File: src/rtl/perceptron_train_ctrl.sv
// -----------------------------------------------------------------------------
// perceptron_train_ctrl
//
// Owns the single-ported perceptron weight SRAM. Frontend lookups and
// backend training read-modify-writes share the port. Training updates are
// filtered (threshold / mispredict / debug), queued in a small FIFO and then
// applied one at a time with saturating +/-1 weight steps. After reset the
// whole table is swept to zero before anything else is allowed.
//
// Ports
//   clk_i, rst_ni        clock, asynchronous active-low reset
//   debug_mode_i         updates are handshaken but discarded while high
//   lookup_valid_i/index lookup read request; lookup_gnt_o = port owned now,
//                        data on tbl_rdata_i next cycle
//   upd_valid_i/ready_o  training update handshake
//   upd_index_i          entry to train
//   upd_history_i        history used for the prediction
//   upd_taken_i          resolved direction
//   upd_mispredict_i     prediction was wrong
//   upd_outcome_i        signed perceptron sum from prediction time
//   tbl_req_o/we_o       SRAM access / write enable
//   tbl_addr_o/wdata_o   SRAM address / write data
//   tbl_rdata_i          SRAM read data, one cycle after a read request
//   init_done_o          zero sweep finished (sticky until reset)
//   busy_o               FIFO non-empty or a training update in flight
// -----------------------------------------------------------------------------
module perceptron_train_ctrl #(
   parameter int NR_ENTRIES   = 1024,
   parameter int GHR_LENGTH   = 10,
   parameter int WEIGHT_W     = 8,
   parameter int THRESHOLD    = 33,
   parameter int UPD_DEPTH    = 4,
   parameter int STARVE_LIMIT = 8,
   // derived widths; leave at their defaults
   parameter int IDX_W        = $clog2(NR_ENTRIES),
   parameter int EW           = (GHR_LENGTH + 1) * WEIGHT_W,
   parameter int OUT_W        = WEIGHT_W + $clog2(GHR_LENGTH + 2)
) (
   input  logic                    clk_i,
   input  logic                    rst_ni,
   input  logic                    debug_mode_i,
   input  logic                    lookup_valid_i,
   input  logic [IDX_W-1:0]        lookup_index_i,
   output logic                    lookup_gnt_o,
   input  logic                    upd_valid_i,
   output logic                    upd_ready_o,
   input  logic [IDX_W-1:0]        upd_index_i,
   input  logic [GHR_LENGTH-1:0]   upd_history_i,
   input  logic                    upd_taken_i,
   input  logic                    upd_mispredict_i,
   input  logic signed [OUT_W-1:0] upd_outcome_i,
   output logic                    tbl_req_o,
   output logic                    tbl_we_o,
   output logic [IDX_W-1:0]        tbl_addr_o,
   output logic [EW-1:0]           tbl_wdata_o,
   input  logic [EW-1:0]           tbl_rdata_i,
   output logic                    init_done_o,
   output logic                    busy_o
);

   localparam int PTR_W = $clog2(UPD_DEPTH);
   localparam int FE_W  = IDX_W + GHR_LENGTH + 1;
   localparam int STV_W = $clog2(STARVE_LIMIT + 1);

   typedef enum logic [2:0] {S_INIT, S_IDLE, S_RD, S_MOD, S_WR} state_e;

   // One saturating +/-1 step on a signed weight. Overflow shows up as the
   // two top bits of the widened sum disagreeing.
   function automatic logic signed [WEIGHT_W-1:0] sat_step(
      input logic signed [WEIGHT_W-1:0] w,
      input logic                       inc
   );
      logic signed [WEIGHT_W:0]   s;
      logic signed [WEIGHT_W-1:0] r;
      s = {w[WEIGHT_W-1], w};
      s = inc ? (s + (WEIGHT_W+1)'(1)) : (s - (WEIGHT_W+1)'(1));
      if (s[WEIGHT_W] != s[WEIGHT_W-1])
         r = s[WEIGHT_W] ? {1'b1, {(WEIGHT_W-1){1'b0}}} : {1'b0, {(WEIGHT_W-1){1'b1}}};
      else
         r = s[WEIGHT_W-1:0];
      return r;
   endfunction

   // w_i' = sat(w_i + t*x_i); t*x_i is +1 exactly when taken equals the
   // input bit (x_0 is the constant-1 bias input).
   function automatic logic [EW-1:0] train_entry(
      input logic [EW-1:0]         entry,
      input logic [GHR_LENGTH-1:0] hist,
      input logic                  taken
   );
      logic [EW-1:0]         res;
      logic [GHR_LENGTH:0]   x;
      x   = {hist, 1'b1};
      res = '0;
      for (int i = 0; i <= GHR_LENGTH; i++)
         res[i*WEIGHT_W +: WEIGHT_W] = sat_step(entry[i*WEIGHT_W +: WEIGHT_W], taken ~^ x[i]);
      return res;
   endfunction

   // Magnitude one bit wider so the most negative sum does not wrap.
   function automatic logic [OUT_W:0] abs_outcome(input logic signed [OUT_W-1:0] v);
      logic signed [OUT_W:0] e;
      e = v;
      return e[OUT_W] ? $unsigned(-e) : $unsigned(e);
   endfunction

   // control state
   state_e             state_q, state_d;
   logic [IDX_W-1:0]   cnt_q, cnt_d;
   logic               done_q, done_d;
   logic [STV_W-1:0]   starve_q, starve_d;
   logic [PTR_W:0]     wr_ptr_q, wr_ptr_d;
   logic [PTR_W:0]     rd_ptr_q, rd_ptr_d;

   // data path (not reset)
   logic [FE_W-1:0]       fifo_mem [UPD_DEPTH];
   logic [IDX_W-1:0]      wk_idx_q;
   logic [GHR_LENGTH-1:0] wk_hist_q;
   logic                  wk_taken_q;
   logic [EW-1:0]         wk_data_q, wk_data_d;

   logic fifo_empty, fifo_full, push, pop, keep;
   logic train_req, train_gnt, force_train;

   assign fifo_empty = (wr_ptr_q == rd_ptr_q);
   assign fifo_full  = (wr_ptr_q[PTR_W] != rd_ptr_q[PTR_W]) &&
                       (wr_ptr_q[PTR_W-1:0] == rd_ptr_q[PTR_W-1:0]);

   // Ready ignores a same-cycle pop so a full FIFO never takes a push.
   assign upd_ready_o = done_q && !fifo_full;
   assign keep        = !debug_mode_i &&
                        (upd_mispredict_i || (abs_outcome(upd_outcome_i) <= (OUT_W+1)'(THRESHOLD)));
   assign push        = upd_valid_i && upd_ready_o && keep;
   assign pop         = (state_q == S_IDLE) && !fifo_empty;

   assign train_req    = (state_q == S_RD) || (state_q == S_WR);
   assign force_train  = train_req && (starve_q == STV_W'(STARVE_LIMIT));
   assign lookup_gnt_o = done_q && lookup_valid_i && !force_train;
   assign train_gnt    = train_req && !lookup_gnt_o;

   assign init_done_o = done_q;
   assign busy_o      = !fifo_empty || (state_q != S_IDLE);
   assign wk_data_d   = train_entry(tbl_rdata_i, wk_hist_q, wk_taken_q);

   always_comb begin
      state_d     = state_q;
      cnt_d       = cnt_q;
      done_d      = done_q;
      starve_d    = starve_q;
      wr_ptr_d    = wr_ptr_q;
      rd_ptr_d    = rd_ptr_q;
      tbl_req_o   = 1'b0;
      tbl_we_o    = 1'b0;
      tbl_addr_o  = '0;
      tbl_wdata_o = '0;

      if (push) wr_ptr_d = wr_ptr_q + 1'b1;
      if (pop)  rd_ptr_d = rd_ptr_q + 1'b1;

      if (train_gnt)      starve_d = '0;
      else if (train_req) starve_d = starve_q + 1'b1;

      unique case (state_q)
         S_INIT: begin
            tbl_req_o = 1'b1;
            tbl_we_o  = 1'b1;
            tbl_addr_o = cnt_q;
            cnt_d     = cnt_q + 1'b1;
            if (cnt_q == IDX_W'(NR_ENTRIES - 1)) begin
               state_d = S_IDLE;
               done_d  = 1'b1;
            end
         end
         S_IDLE:  if (pop) state_d = S_RD;
         S_RD:    if (train_gnt) state_d = S_MOD;
         S_MOD:   state_d = S_WR;
         S_WR:    if (train_gnt) state_d = S_IDLE;
         default: state_d = S_INIT;
      endcase

      if (lookup_gnt_o) begin
         tbl_req_o  = 1'b1;
         tbl_we_o   = 1'b0;
         tbl_addr_o = lookup_index_i;
      end else if (train_gnt) begin
         tbl_req_o  = 1'b1;
         tbl_we_o   = (state_q == S_WR);
         tbl_addr_o = wk_idx_q;
         if (state_q == S_WR) tbl_wdata_o = wk_data_q;
      end
   end

   always_ff @(posedge clk_i or negedge rst_ni) begin
      if (!rst_ni) begin
         state_q  <= S_INIT;
         cnt_q    <= '0;
         done_q   <= 1'b0;
         starve_q <= '0;
         wr_ptr_q <= '0;
         rd_ptr_q <= '0;
      end else begin
         state_q  <= state_d;
         cnt_q    <= cnt_d;
         done_q   <= done_d;
         starve_q <= starve_d;
         wr_ptr_q <= wr_ptr_d;
         rd_ptr_q <= rd_ptr_d;
      end
   end

   always_ff @(posedge clk_i) begin
      if (push)
         fifo_mem[wr_ptr_q[PTR_W-1:0]] <= {upd_index_i, upd_history_i, upd_taken_i};
      if (pop)
         {wk_idx_q, wk_hist_q, wk_taken_q} <= fifo_mem[rd_ptr_q[PTR_W-1:0]];
      // modify step: data for the granted table read is on the bus now
      if (state_q == S_MOD)
         wk_data_q <= wk_data_d;
   end

endmodule

File: config.mk
export PLATFORM = sky130hd
export DESIGN_NAME = perceptron_train_ctrl
export DESIGN_NICKNAME = d
export VERILOG_FILES = /design/src/rtl/perceptron_train_ctrl.sv
export SDC_FILE = /design/constraint.sdc
export NUM_CORES = 1
export LEC_CHECK = 0
export CAP_MARGIN = 20
export CORE_MARGIN = 5
export CORE_UTILIZATION = 54
export DETAILED_ROUTE_END_ITERATION = 6
export PLACE_DENSITY = 0.92
export SYNTH_ARGS = -nofsm -noshare
export SYNTH_HDL_FRONTEND = slang
export SYNTH_SLANG_ARGS = --single-unit
File: constraint.sdc
create_clock -name clk_i -period 3.6 [get_ports clk_i]
set_input_delay 0.54 -clock clk_i [delete_from_list [all_inputs] [get_ports clk_i]]
set_output_delay 0.54 -clock clk_i [all_outputs]
set_load 0.02 [all_outputs]
==> results of run 1 <==
path summary, 6_finish.rpt:
path	startpoint	end	slack, ps	cells past startpoint
setup reg to reg	wk_taken_q	wk_data_q[69]	260	9
min in group clk_i	rd_ptr_q[2]	rd_ptr_q[2]	500	1
max in group asynchronous	rst_ni	starve_q[1]	2900	2
hold reg to reg	rd_ptr_q[2]	rd_ptr_q[2]	500	1
hold / removal	rst_ni	cnt_q[7]	260	1
setup / recovery	starve_q[0]	tbl_wdata_o[56]	130	10
critical path: stages (launching register included):
cell	delay, ps
sky130_fd_sc_hd__dfrtp_1	400
sky130_fd_sc_hd__inv_1	100
sky130_fd_sc_hd__ha_1	170
sky130_fd_sc_hd__nand3b_1	120
sky130_fd_sc_hd__o311ai_4	350
sky130_fd_sc_hd__inv_4	60
sky130_fd_sc_hd__nor2_4	130
sky130_fd_sc_hd__buf_12	140
sky130_fd_sc_hd__buf_12	160
sky130_fd_sc_hd__and2_1	150
sky130_fd_sc_hd__clkdlybuf4s50_1	620
per-layer routing:
metal	part of all wire	vias up	wire length, um	track usage
met2	0.52	369	17260	0.4024
met5	0	-	0	0
met4	0.026	0	867	0.05857
met1	0.41	4968	13650	0.2760
met3	0.050	62	1683	0.03371
li1	-	4930	-	-
layout by cell type, fill, tap and decap left out, types with 10 or more instances in the layout:
cell type | Yosys | routed
sky130_fd_sc_hd__ha_1 | 86 | 86
sky130_fd_sc_hd__a21oi_1 | 39 | 39
sky130_fd_sc_hd__nand3_1 | 12 | 12
sky130_fd_sc_hd__a21o_1 | 42 | 42
sky130_fd_sc_hd__o31ai_1 | 13 | 13
sky130_fd_sc_hd__a21boi_0 | 10 | 10
sky130_fd_sc_hd__nand2_1 | 54 | 54
sky130_fd_sc_hd__nor2_1 | 56 | 56
sky130_fd_sc_hd__nor2b_1 | 15 | 14
sky130_fd_sc_hd__dlymetal6s2s_1 | 0 | 82
sky130_fd_sc_hd__a22oi_1 | 11 | 11
sky130_fd_sc_hd__buf_4 | 1 | 11
sky130_fd_sc_hd__inv_1 | 60 | 60
sky130_fd_sc_hd__nand2b_1 | 21 | 21
sky130_fd_sc_hd__xnor2_1 | 36 | 36
sky130_fd_sc_hd__o31a_1 | 12 | 12
sky130_fd_sc_hd__mux4_2 | 21 | 21
sky130_fd_sc_hd__clkbuf_16 | 0 | 26
sky130_fd_sc_hd__fa_1 | 11 | 11
sky130_fd_sc_hd__clkdlybuf4s50_1 | 0 | 158
sky130_fd_sc_hd__o21a_1 | 22 | 22
sky130_fd_sc_hd__edfxtp_1 | 193 | 193
sky130_fd_sc_hd__a211oi_1 | 18 | 18
sky130_fd_sc_hd__dfrtp_1 | 24 | 24
sky130_fd_sc_hd__o211ai_1 | 18 | 18
sky130_fd_sc_hd__and2_1 | 91 | 91
sky130_fd_sc_hd__o21ai_0 | 95 | 95
sky130_fd_sc_hd__nor3_1 | 21 | 21
sky130_fd_sc_hd__xor2_1 | 23 | 23
repair_timing:
item / CTS / global route
setup buffers: 1 / 1
pin swaps: 1 / 0
setup endpoints to repair: 13 / 80
cloned: 0 / 2
resized for setup: 0 / 83
logic make-up after synthesis:
family          count (synthesis)  synth area share
compound gates                338            0.1745
simple gates                  334            0.1405
flops                         217            0.4784
fa+ha+maj                      97           0.09696
buf+inv                        84           0.02658
xor+xnor                       61           0.04109
mux                            29           0.04202
cell type report:
class | count | share of cell area
Tap cell | 324 | 0.02346
Antenna cell | 2 | 0.0002896
Inverter | 61 | 0.01339
Sequential cell | 217 | 0.3701
Multi-Input combinational cell | 859 | 0.3837
Clock buffer | 31 | 0.03736
Clock inverter | 10 | 0.008253
Timing Repair Buffer | 257 | 0.1635
through the flow:
stage,setup TNS (ps),setup slack [ps],utilization,power [uW]
3_3_place_gp,0,204.1,0.6651,3454
5_1_grt,-29.85,-29.85,0.7107,6093
3_5_place_dp,0,115.6,0.6651,3482
2_1_floorplan,0,330.6,-,3211
6_report,0,133.3,0.7107,5881
4_1_cts,0,38.05,0.6978,5901
power by group:
group          leakage, uW  internal [uW]  switching, uW  total [uW]
Clock             0.000384           1480            952        2430
Combinational      0.00556            352            338         690
Sequential         0.00204           2760              0        2760
Total              0.00798           4590           1290        5880
registers in the layout, indices dropped and copies added (netlist names):
name	cells
cnt_q	10
fifo_mem	84
init_done_o	1
rd_ptr_q	3
starve_q	4
state_q	3
wk_data_q	88
wk_hist_q	10
wk_idx_q	10
wk_taken_q	1
wr_ptr_q	3
==> PnR_summary.wiki, run 1 <==
{| class="wikitable"
! Metric !! Value
|-
| Number of synthesis warnings || 0
|-
| Core footprint || 24320 um^2
|-
| Die height || about 170 um
|-
| Pin count of the biggest net entering global routing || 89
|-
| Fin area || 17280 um^2
|-
| Max Clk Rate || 288.5 MHz
|-
| Async set-reset flop share out of synthesis || 0.1106
|-
| Aggregate global-route resource usage || 0.2213
|-
| Total number of vias || between 10000 and 15000
|-
| # IOs || approximately 240
|-
| Category of the worst setup path launch point || flip-flop
|-
| Number of global-route vias before repair || between 10000 and 15000
|-
| Number of enable-type register cells in the synthesized netlist || around 190
|-
| Count of mapped cells out of synthesis || 1160
|-
| Flip-flop and latch count after synthesis || around 220
|-
| Synthesized area per cell || 11.53 um^2
|-
| Area share of the leading cell type in the synthesized netlist || 0.4335
|-
| Number of violations of the max-capacitance limit || 0
|-
| Critical path class || flip-flop to output pin
|-
| Initial Util || 0.5497
|-
| WP data required || ~3000 ps
|-
| Worst-path clk slew || roughly 70 ps
|-
| Vias per Instance || ~5.9
|-
| Synthesis-to-finish area growth || 29.27%
|-
| Full die area || 28000 um^2
|-
| Initial detailed-routing violation count || a little under 900
|-
| Insertion delay to the later sink of the worst-skew pair || approximately 500 ps
|-
| Sum of net half-perimeters after detailed placement || 23870 um
|-
| Final global-route overflow total || 0
|-
| Area of the mapped netlist || about 13000 um^2
|-
| Netlist cell types || 85
|-
| Detail-routed net length per standard cell || between 15 and 20 um
|-
| Dominant cell by count in the synthesized netlist || sky130_fd_sc_hd__edfxtp_1
|-
| Library cell with the largest summed area after synthesis || sky130_fd_sc_hd__edfxtp_1
|-
| Hold bufs inserted after CTS || 0
|-
| Number of non-filler instances in the completed layout || roughly 1800
|-
| CTS Buf Count || 23
|-
| Sequential Area || 6396 um^2
|-
| I/O Buffers || 240
|-
| Filler cell count in the final layout || around 1600
|-
| Number of nets still failing antenna checks after routing || 0
|-
| Cells after DPL || 1713
|-
| Type of the worst min-delay path || input port to asynchronous set/reset pin
|-
| Number of hold violations in the final report || 0
|-
| Final clock skew || around 17 ps
|-
| Final period utilization || 0.9630
|-
| Most frequent cells after synthesis || 193 x sky130_fd_sc_hd__edfxtp_1, 95 x sky130_fd_sc_hd__o21ai_0, 91 x sky130_fd_sc_hd__and2_1, 86 x sky130_fd_sc_hd__ha_1, 60 x sky130_fd_sc_hd__inv_1
|-
| Worst ir drop on vdd || 0.0004079 V
|-
| Maximum net fanout on the critical path || 22
|-
| Area of placed instances || approximately 16000 um^2
|-
| Critical Path Sink Type || output pin
|-
| Most area-consuming cells after synthesis || sky130_fd_sc_hd__edfxtp_1 43%, sky130_fd_sc_hd__ha_1 8.0%, sky130_fd_sc_hd__dfrtp_1 4.5%
|-
| Leak Pwr || 0.007982 uW
|-
| Die W || ~170 um
|-
| Area occupied by multi-input gates || between 6000 and 7000 um^2
|-
| Final number of max-transition violations || 0
|-
| Outcome || completed
|-
| Slew margin rel. || 0.4025
|-
| Count of unresolved DRC violations after routing || 0
|-
| Buffer type at the clock tree root || sky130_fd_sc_hd__clkbuf_16
|-
| Total length of routed wires || ~33000 um
|-
| Transition at the pin with the smallest max-transition slack || between 800 and 900 ps
|-
| Share of layout cells above drive strength 1 || 0.07944
|-
| CTS tree || yes
|-
| First-pass GRT wire length || a little over 50000 um
|-
| Data arrival time of the critical path || a little under 3000 ps
|-
| Final weighted congestion in routability-driven placement || approximately 0.9
|-
| TritonCTS sink count || 217
|-
| Final setup violation count || 0
|-
| Sequential-to-total area share from yosys stat || 0.4784
|-
| H-tree levels || 1
|-
| Number of detailed-routing iterations run before antenna repair || 7
|-
| Net count of the mapped netlist || approximately 1400
|-
| Post-layout min period || approximately 3500 ps
|-
| Number of nets in the layout || between 1500 and 2000
|-
| Synth Flop Type || sky130_fd_sc_hd__edfxtp_1
|-
| Buffers from clock root to sink, at most || 3
|-
| Areal power density over the cells || 340.3 nW/um^2
|-
| Num rows || between 50 and 60
|-
| Hold slack || approximately 260 ps
|-
| Number of antenna violations at the first check in global routing || 2
|}
No activity file was read; power rests on OpenSTA's default activity.
==> inputs of run 2 (changes only) <==
--- a/config.mk
+++ b/config.mk
@@ -7,9 +7,11 @@
 export LEC_CHECK = 0
 export CAP_MARGIN = 20
 export CORE_MARGIN = 5
-export CORE_UTILIZATION = 54
+export CORE_UTILIZATION = 65
+export CTS_CLUSTER_DIAMETER = 50
 export DETAILED_ROUTE_END_ITERATION = 6
-export PLACE_DENSITY = 0.92
+export DONT_BUFFER_PORTS = 1
+export PLACE_DENSITY = 0.91
 export SYNTH_ARGS = -nofsm -noshare
 export SYNTH_HDL_FRONTEND = slang
 export SYNTH_SLANG_ARGS = --single-unit
==> PnR_summary.wiki, run 2 (synthesis results as in run 1) <==
{| class="wikitable"
! Metric !! Value
|-
| Buffer type at the clock tree root || sky130_fd_sc_hd__clkbuf_16
|-
| Critical Path Sink Type || flip-flop
|-
| I/O Buffers || 0
|-
| Cells after DPL || 1419
|-
| WP data required || approximately 3900 ps
|-
| Worst-path clk slew || about 70 ps
|-
| Number of violations of the max-capacitance limit || 0
|-
| First-pass GRT wire length || 50720 um
|-
| Leak Pwr || about 0.0056 uW
|-
| Detail-routed net length per standard cell || ~22 um
|-
| Outcome || completed
|-
| Vias per Instance || roughly 6.5
|-
| Core footprint || slightly above 20000 um^2
|-
| Total number of vias || between 9000 and 10000
|-
| Post-layout min period || around 3400 ps
|-
| Maximum net fanout on the critical path || 7
|-
| Worst ir drop on vdd || between 0.0004 and 0.0005 V
|-
| Initial detailed-routing violation count || between 700 and 800
|-
| Final setup violation count || 0
|-
| Number of hold violations in the final report || 0
|-
| Die height || 153.4 um
|-
| TNS Setup || 0 ps
|-
| Number of detailed-routing iterations run before antenna repair || 5
|-
| Insertion delay to the later sink of the worst-skew pair || approximately 550 ps
|-
| Number of non-filler instances in the completed layout || between 1000 and 1500
|-
| Type of the worst min-delay path || input port to flip-flop
|-
| Category of the worst setup path launch point || flip-flop
|-
| Final weighted congestion in routability-driven placement || 0.9011
|-
| Post-route core utilization || 0.7258
|-
| Largest register FFs || 88
|-
| CTS Buf Count || 26
|-
| Buffers from clock root to sink, at most || 3
|-
| Initial Util || 0.6607
|-
| Number of antenna violations at the first check in global routing || 0
|-
| Aggregate global-route resource usage || 0.2659
|-
| Final number of max-transition violations || 0
|-
| Top reg by flops || wk_data_q
|-
| Number of antenna repair diodes || 0
|-
| Critical path class || flip-flop to flip-flop
|-
| Share of layout cells above drive strength 1 || 0.1012
|-
| Die W || between 150 and 200 um
|-
| Final period utilization || 0.9382
|-
| Number of nets still failing antenna checks after routing || 0
|-
| Most frequent cells in the layout || 193 x sky130_fd_sc_hd__edfxtp_1, 95 x sky130_fd_sc_hd__o21ai_0, 91 x sky130_fd_sc_hd__and2_1
|-
| Total length of routed wires || roughly 32000 um
|-
| Transition at the pin with the smallest max-transition slack || roughly 830 ps
|-
| Final clock skew || 27.00 ps
|-
| Number of nets in the layout || ~1400
|-
| Max Clk Rate || 296.1 MHz
|-
| Full die area || approximately 24000 um^2
|-
| Areal power density over the cells || 413.2 nW/um^2
|-
| H-tree levels || 1
|-
| Setup repair after global routing missed its margin || no
|-
| Count of unresolved DRC violations after routing || 0
|-
| Slew margin rel. || 0.4443
|-
| Data arrival time of the critical path || between 3000 and 4000 ps
|-
| CTS tree || yes
|-
| Pin count of the biggest net entering global routing || 89
|-
| Synthesis-to-finish area growth || 9.845%
|-
| Number of global-route vias before repair || 9394
|-
| TritonCTS sink count || approximately 220
|-
| # IOs || between 200 and 250
|-
| Most common cell after layout, fill and taps aside || sky130_fd_sc_hd__edfxtp_1
|-
| Num rows || 52
|-
| Sum of net half-perimeters after detailed placement || 22600 um
|-
| Final global-route overflow total || 0
|}
==> run 2: changes by cell type in the layout (fill, tap and decap cells not counted), moves of 2 or more <==
cell | previous run | this run
sky130_fd_sc_hd__clkdlybuf4s50_1 | 158 | 0
sky130_fd_sc_hd__dlymetal6s2s_1 | 82 | 0
sky130_fd_sc_hd__inv_6 | 0 | 6
sky130_fd_sc_hd__clkbuf_8 | 4 | 0
sky130_fd_sc_hd__clkbuf_1 | 4 | 1
sky130_fd_sc_hd__clkinv_1 | 4 | 1
sky130_fd_sc_hd__bufinv_16 | 3 | 5
sky130_fd_sc_hd__diode_2 | 2 | 0
==> run 2: final timing paths <==
path,start,endpoint,slack [ps],depth (start not counted)
min,upd_index_i[1],fifo_mem[1][12],80,0
max in group asynchronous,rst_ni,cnt_q[3],2980,2
min in group asynchronous,rst_ni,cnt_q[7],460,2
max,wk_taken_q,wk_data_q[69],220,9
min reg2reg,cnt_q[9],cnt_q[9],510,1
max reg2reg,wk_taken_q,wk_data_q[69],220,9
==> run 2: stage by stage <==
| stage | worst slack, ps | total power (uW) | area, um^2 | hold WS [ps] |
|---|---|---|---|---|
| final | 222.5 | 6069 | 14690 | 82.00 |
| after CTS | 232.8 | 6100 | 14670 | 69.09 |
| after detailed placement | 44.34 | 3295 | 13700 | 244.9 |
| after global routing | 34.79 | 6283 | 14690 | 63.32 |
| after floorplan | 330.6 | 3211 | 13370 | 244.4 |
| after global placement | 190.0 | 3275 | 13700 | 245.0 |
==> run 2: final cells by class <==
cell class	count	area, um^2
Clock buffer	27	654.4
Clock inverter	17	274.0
Fill cell	1295	5549
Inverter	61	231.5
Multi-Input combinational cell	859	6639
Sequential cell	217	6396
Tap cell	270	337.8
Timing Repair Buffer	15	152.6
==> run 2: what timing repair did <==
action,in CTS,in global routing
buffers inserted,1,0
endpoints found under the hold margin,24,0
hold buffers,2,0
resized for setup,0,2
setup endpoints to repair,8,6
==> run 2: layer usage <==
metal,share of wire,GRT usage,vias up
met1,0.37,0.3200,4495
met3,0.084,0.06559,112
met5,0,0,-
met4,0.046,0.09714,0
met2,0.50,0.4658,462
li1,-,-,4444
==> run 2: power by group <==
group / total (uW) / internal [uW] / switching [uW]
Combinational: 517 / 226 / 291
Sequential: 2760 / 2760 / 0
Clock: 2790 / 1710 / 1080
Total: 6070 / 4690 / 1380
==> run 2: worst max-delay path, cell delays in order (launching register included) <==
cell and delay, ps:
sky130_fd_sc_hd__edfxtp_1 450, sky130_fd_sc_hd__xnor2_1 320, sky130_fd_sc_hd__inv_1 210, sky130_fd_sc_hd__ha_1 330
sky130_fd_sc_hd__a211oi_1 380, sky130_fd_sc_hd__nor2_1 170, sky130_fd_sc_hd__nor4bb_1 390, sky130_fd_sc_hd__a21oi_1 140
sky130_fd_sc_hd__o32ai_1 440, sky130_fd_sc_hd__o21ai_0 240
==> RTL change 1, RTL diff (settings of run 2) <==
Encoding of `state_e`: now one-hot (5 bits for 5 states).
--- a/src/rtl/perceptron_train_ctrl.sv
+++ b/src/rtl/perceptron_train_ctrl.sv
@@ -64,3 +64,3 @@
 
-   typedef enum logic [2:0] {S_INIT, S_IDLE, S_RD, S_MOD, S_WR} state_e;
+   typedef enum logic [4:0] {S_INIT = 5'b00001, S_IDLE = 5'b00010, S_RD = 5'b00100, S_MOD = 5'b01000, S_WR = 5'b10000} state_e;
 
Behaviour: same outputs for any inputs over 10 cycles, from zero or initial values and one cycle with rst_ni low; not proved beyond that.
==> RTL change 1 against run 2 <==
- count of clock-buffer cells in the layout increased by 5
- routed wire length decreased by 5.3%
- sequential cell count is 2 higher
- clock power down 8.2%
- worst setup slack lost 0.18 ns
- area after synthesis decreased by 1.0%
- maximum frequency fell by 5.1%
- final area up 1.3%
- die area down 0.94%
- critical path depth down 1
- total power is 4.4% lower
- critical endpoint is now tbl_wdata_o[10]
- largest power group is now sequential cells
==> RTL change 1: results (changes against run 2) <==
result of the run completed; drt first-iter violations 698 (-0.43%); TritonCTS Buffers 25 (-3.8%); Seq/Total Area, Yosys 0.487 (+0.00876); # Post-CTS Setup Buffers 0 (-1); DP Area 13700 µm² (about the same); number of unique standard cell types used by synthesis 61 (-28%); # resized after CTS 96 (+96); crit-path max FO 38 (+31); Async S/R FF share, synth 0.119 (+0.00812); signal arrival time at the worst endpoint 3.02 ns (-0.60 ns); Worst Hold Path Cells 0 (unchanged); total number of vias 9701 (+2.0%); Synth Area in Adders 0.0979 (+0.000990); detailed-router iteration count before antenna repair 7 (+2); GRT Resource Usage Total 0.248 (-0.0181); fraction of synthesized area in multiplexers 0.0444 (+0.00241); Compound-Gate Fraction of Synth Area 0.153 (-0.0215); Max IR drop VDD 474 µV (-4.9%); Ys Warns 0 (unchanged); R2R Path End wk_data_q[50]; wire length of the first global-routing pass 47600 µm (-6.1%); post-detailed-route via-to-cell ratio 6.39 (-1.5%); top cells by area in the synthesized netlist edfxtp_1, ha_1, dfrtp_1, o21ai_0, and2_1; worst min-delay path endpoint fifo_mem[1][11]; transition time at the pin with the least slew margin 0.694 ns (-0.137 ns); I/O Buffers 0 (unchanged); mean area per synthesized cell 11.2 µm² (-2.9%); post-synthesis net count 1416 (+1.6%); Placer Congestion 0.973 (+8.0%); Worst Clk Skew 0.0108 ns (-0.0162 ns); Fillers 1319 (+1.9%); proportion of layout cells with a drive suffix above 1 0.180 (+0.0793); half-perimeter wire length of the detailed placement result 21800 µm (-3.4%); Leak Pwr 5.70 nW (+1.9%); Final #Nets 1462 (+3.4%); origin of the worst min-delay path upd_index_i[0]; worst setup path endpoint tbl_wdata_o[10]; critical path launch point state_q[2]; top post-synthesis cells by count edfxtp_1, o21ai_0, and2_1; total length of routed wires 30700 µm (-5.3%); number of global-route vias before repair 9234 (-1.7%); xor/xnor share of the synthesized area 0.0397 (-0.00138)
==> RTL change 1: cell types whose count changed after synthesis, sizes merged, moves of 7 or more <==
cell,change
a21oi,-10
nand3,+9
a21o,-26
a21boi,-7
or3,+8
nand2,+22
a31oi,+7
o21ai,+17
nand4,-7
xnor2,-7
o211ai,-9
o31ai,+20
==> RTL change 1: stage by stage <==
step / util / setup WS [ns] / hold WS, ns
final: 0.738 / 0.0407 / 0.0979
after global routing: 0.738 / -0.0433 / 0.0666
after CTS: 0.730 / 0.00853 / 0.0734
after detailed placement: 0.680 / 0.0776 / 0.245
after global placement: 0.680 / 0.149 / 0.245
after floorplan: - / 0.276 / 0.244
==> RTL change 1: per-layer routing <==
metal	track usage	wire [µm]	share of wire	up-vias
met1	0.308	11600	0.38	4618
met2	0.430	15300	0.50	461
met5	0	0	0	-
li1	-	-	-	4537
met3	0.0622	2740	0.089	85
met4	0.0764	1020	0.033	0
==> RTL change 1: area by class of cell <==
type | count | area [µm²] | area share
Multi-Input combinational cell | 882 | 6590 | 0.443
Sequential cell | 219 | 6450 | 0.433
Clock buffer | 32 | 682 | 0.0458
Timing Repair Buffer | 45 | 450 | 0.0303
Tap cell | 270 | 338 | 0.0227
Inverter | 55 | 206 | 0.0139
Clock inverter | 14 | 165 | 0.0111
==> RTL change 1: worst max-delay path, stage by stage, from the launching register on <==
cell and delay (ns):
dfrtp_2 0.44, xnor2_1 0.16, or4_4 0.46, o311a_1 0.38, or3_4 0.36, nor2_4 0.13, buf_12 0.14, buf_12 0.17
and2_2 0.25
==> RTL change 1: power breakdown <==
group	switching (mW)	internal, mW	total, mW	leakage, nW
logic	0.267	0.197	0.465	3.21
clock network	1.05	1.51	2.56	0.421
registers	0	2.78	2.78	2.07
total	1.31	4.49	5.80	5.70
==> RTL change 2, RTL diff (settings of run 2) <==
Without the edit above. Set the parameter `THRESHOLD` to 32 (it was 33).
--- a/src/rtl/perceptron_train_ctrl.sv
+++ b/src/rtl/perceptron_train_ctrl.sv
@@ -30,3 +30,3 @@
    parameter int WEIGHT_W     = 8,
-   parameter int THRESHOLD    = 33,
+   parameter int THRESHOLD    = 32,
    parameter int UPD_DEPTH    = 4,
Formal check against the unedited RTL: no difference found for any inputs over 10 cycles, from zero or initial values and one cycle with rst_ni low; that may be too few to reach the edited logic, so the function may still have changed.
==> RTL change 2 against run 2 <==
- sequential cell count is the same
- routed wire length grew 0.31%
- total power grew 0.54%
- global-route usage shrank 0.41 points
- area after synthesis grew 0.44%
- final area grew 1.3%
- clock skew grew 0.012 ns
- first-iteration DRC count grew 11%
- combinational power is essentially flat
- via count grew 5.3%
- worst setup slack lost 0.14 ns
- critical path type unchanged
- largest cell class unchanged
- largest power group unchanged
==> RTL change 2: results (changes against run 2) <==
worst reg-to-reg path cell count 10 (+1); top post-synthesis cells by count edfxtp_1, inv_1, and2_1; fraction of area in non-clock buffers 0.0123 (+0.00189); clk tree area frac 0.0636 (+0.000374); number of signal-net inverters in the final layout 99 (+62%); half-perimeter wire length of the detailed placement result 22900 µm (+1.3%); number of global-route vias before repair 9644 (+2.7%); wire length of the first global-routing pass 50400 µm (-0.54%); Leak Pwr 5.67 nW (+1.3%); total number of vias 10000 (+5.3%); result of the run completed; post-DR wirelength/cell 21.3 µm (-3.3%); Fillers 1297 (+0.15%); Seq/Total Area, Yosys 0.476 (-0.00210); # Post-CTS Setup Buffers 0 (-1); signal arrival time at the worst endpoint 3.77 ns (+0.15 ns); Clock group 2.83 mW (+1%); R2R Path End wk_data_q[38]; transition time at the pin with the least slew margin 0.882 ns (+0.0511 ns); share of the final layout cell area in multi-input gates 0.446 (-0.00566); number of unique standard cell types used by synthesis 73 (-14%); top cells by area in the synthesized netlist edfxtp_1, ha_1, dfrtp_1, and2_1, mux4_2; final-layout worst hold slack 0.0780 ns (-0.00403 ns); TritonCTS Buffers 27 (+3.8%); pre-CTS setup slack -0.00882 ns (-0.0532 ns)
[RTL change 2: logic make-up (layout without fill, tap and decap cells)]
group	count (synthesis)	count (layout)	synth area share
buffers and inverters	126	167	0.0356
xor gates and xnor gates	70	70	0.0457
and+or+nand+nor	316	316	0.130
DFF	217	217	0.476
adders and majority gates	97	97	0.0965
muxes	28	28	0.0406
AOI/OAI and AO/OA	356	356	0.176
[RTL change 2: metal layers]
metal | part of all wire | up-vias | wire [µm] | track usage
li1 | - | 4586 | - | -
met1 | 0.37 | 4716 | 12000 | 0.318
met2 | 0.50 | 584 | 16100 | 0.457
met3 | 0.088 | 130 | 2860 | 0.0627
met4 | 0.045 | 2 | 1460 | 0.0929
met5 | 0.00043 | - | 14 | 0
[RTL change 2: what timing repair did]
item,4_1_cts,5_1_grt
gates resized for setup,2,12
setup endpoints to repair,8,41
hold endpoints to repair,24,0
pin swaps,0,0
hold buffers,1,0
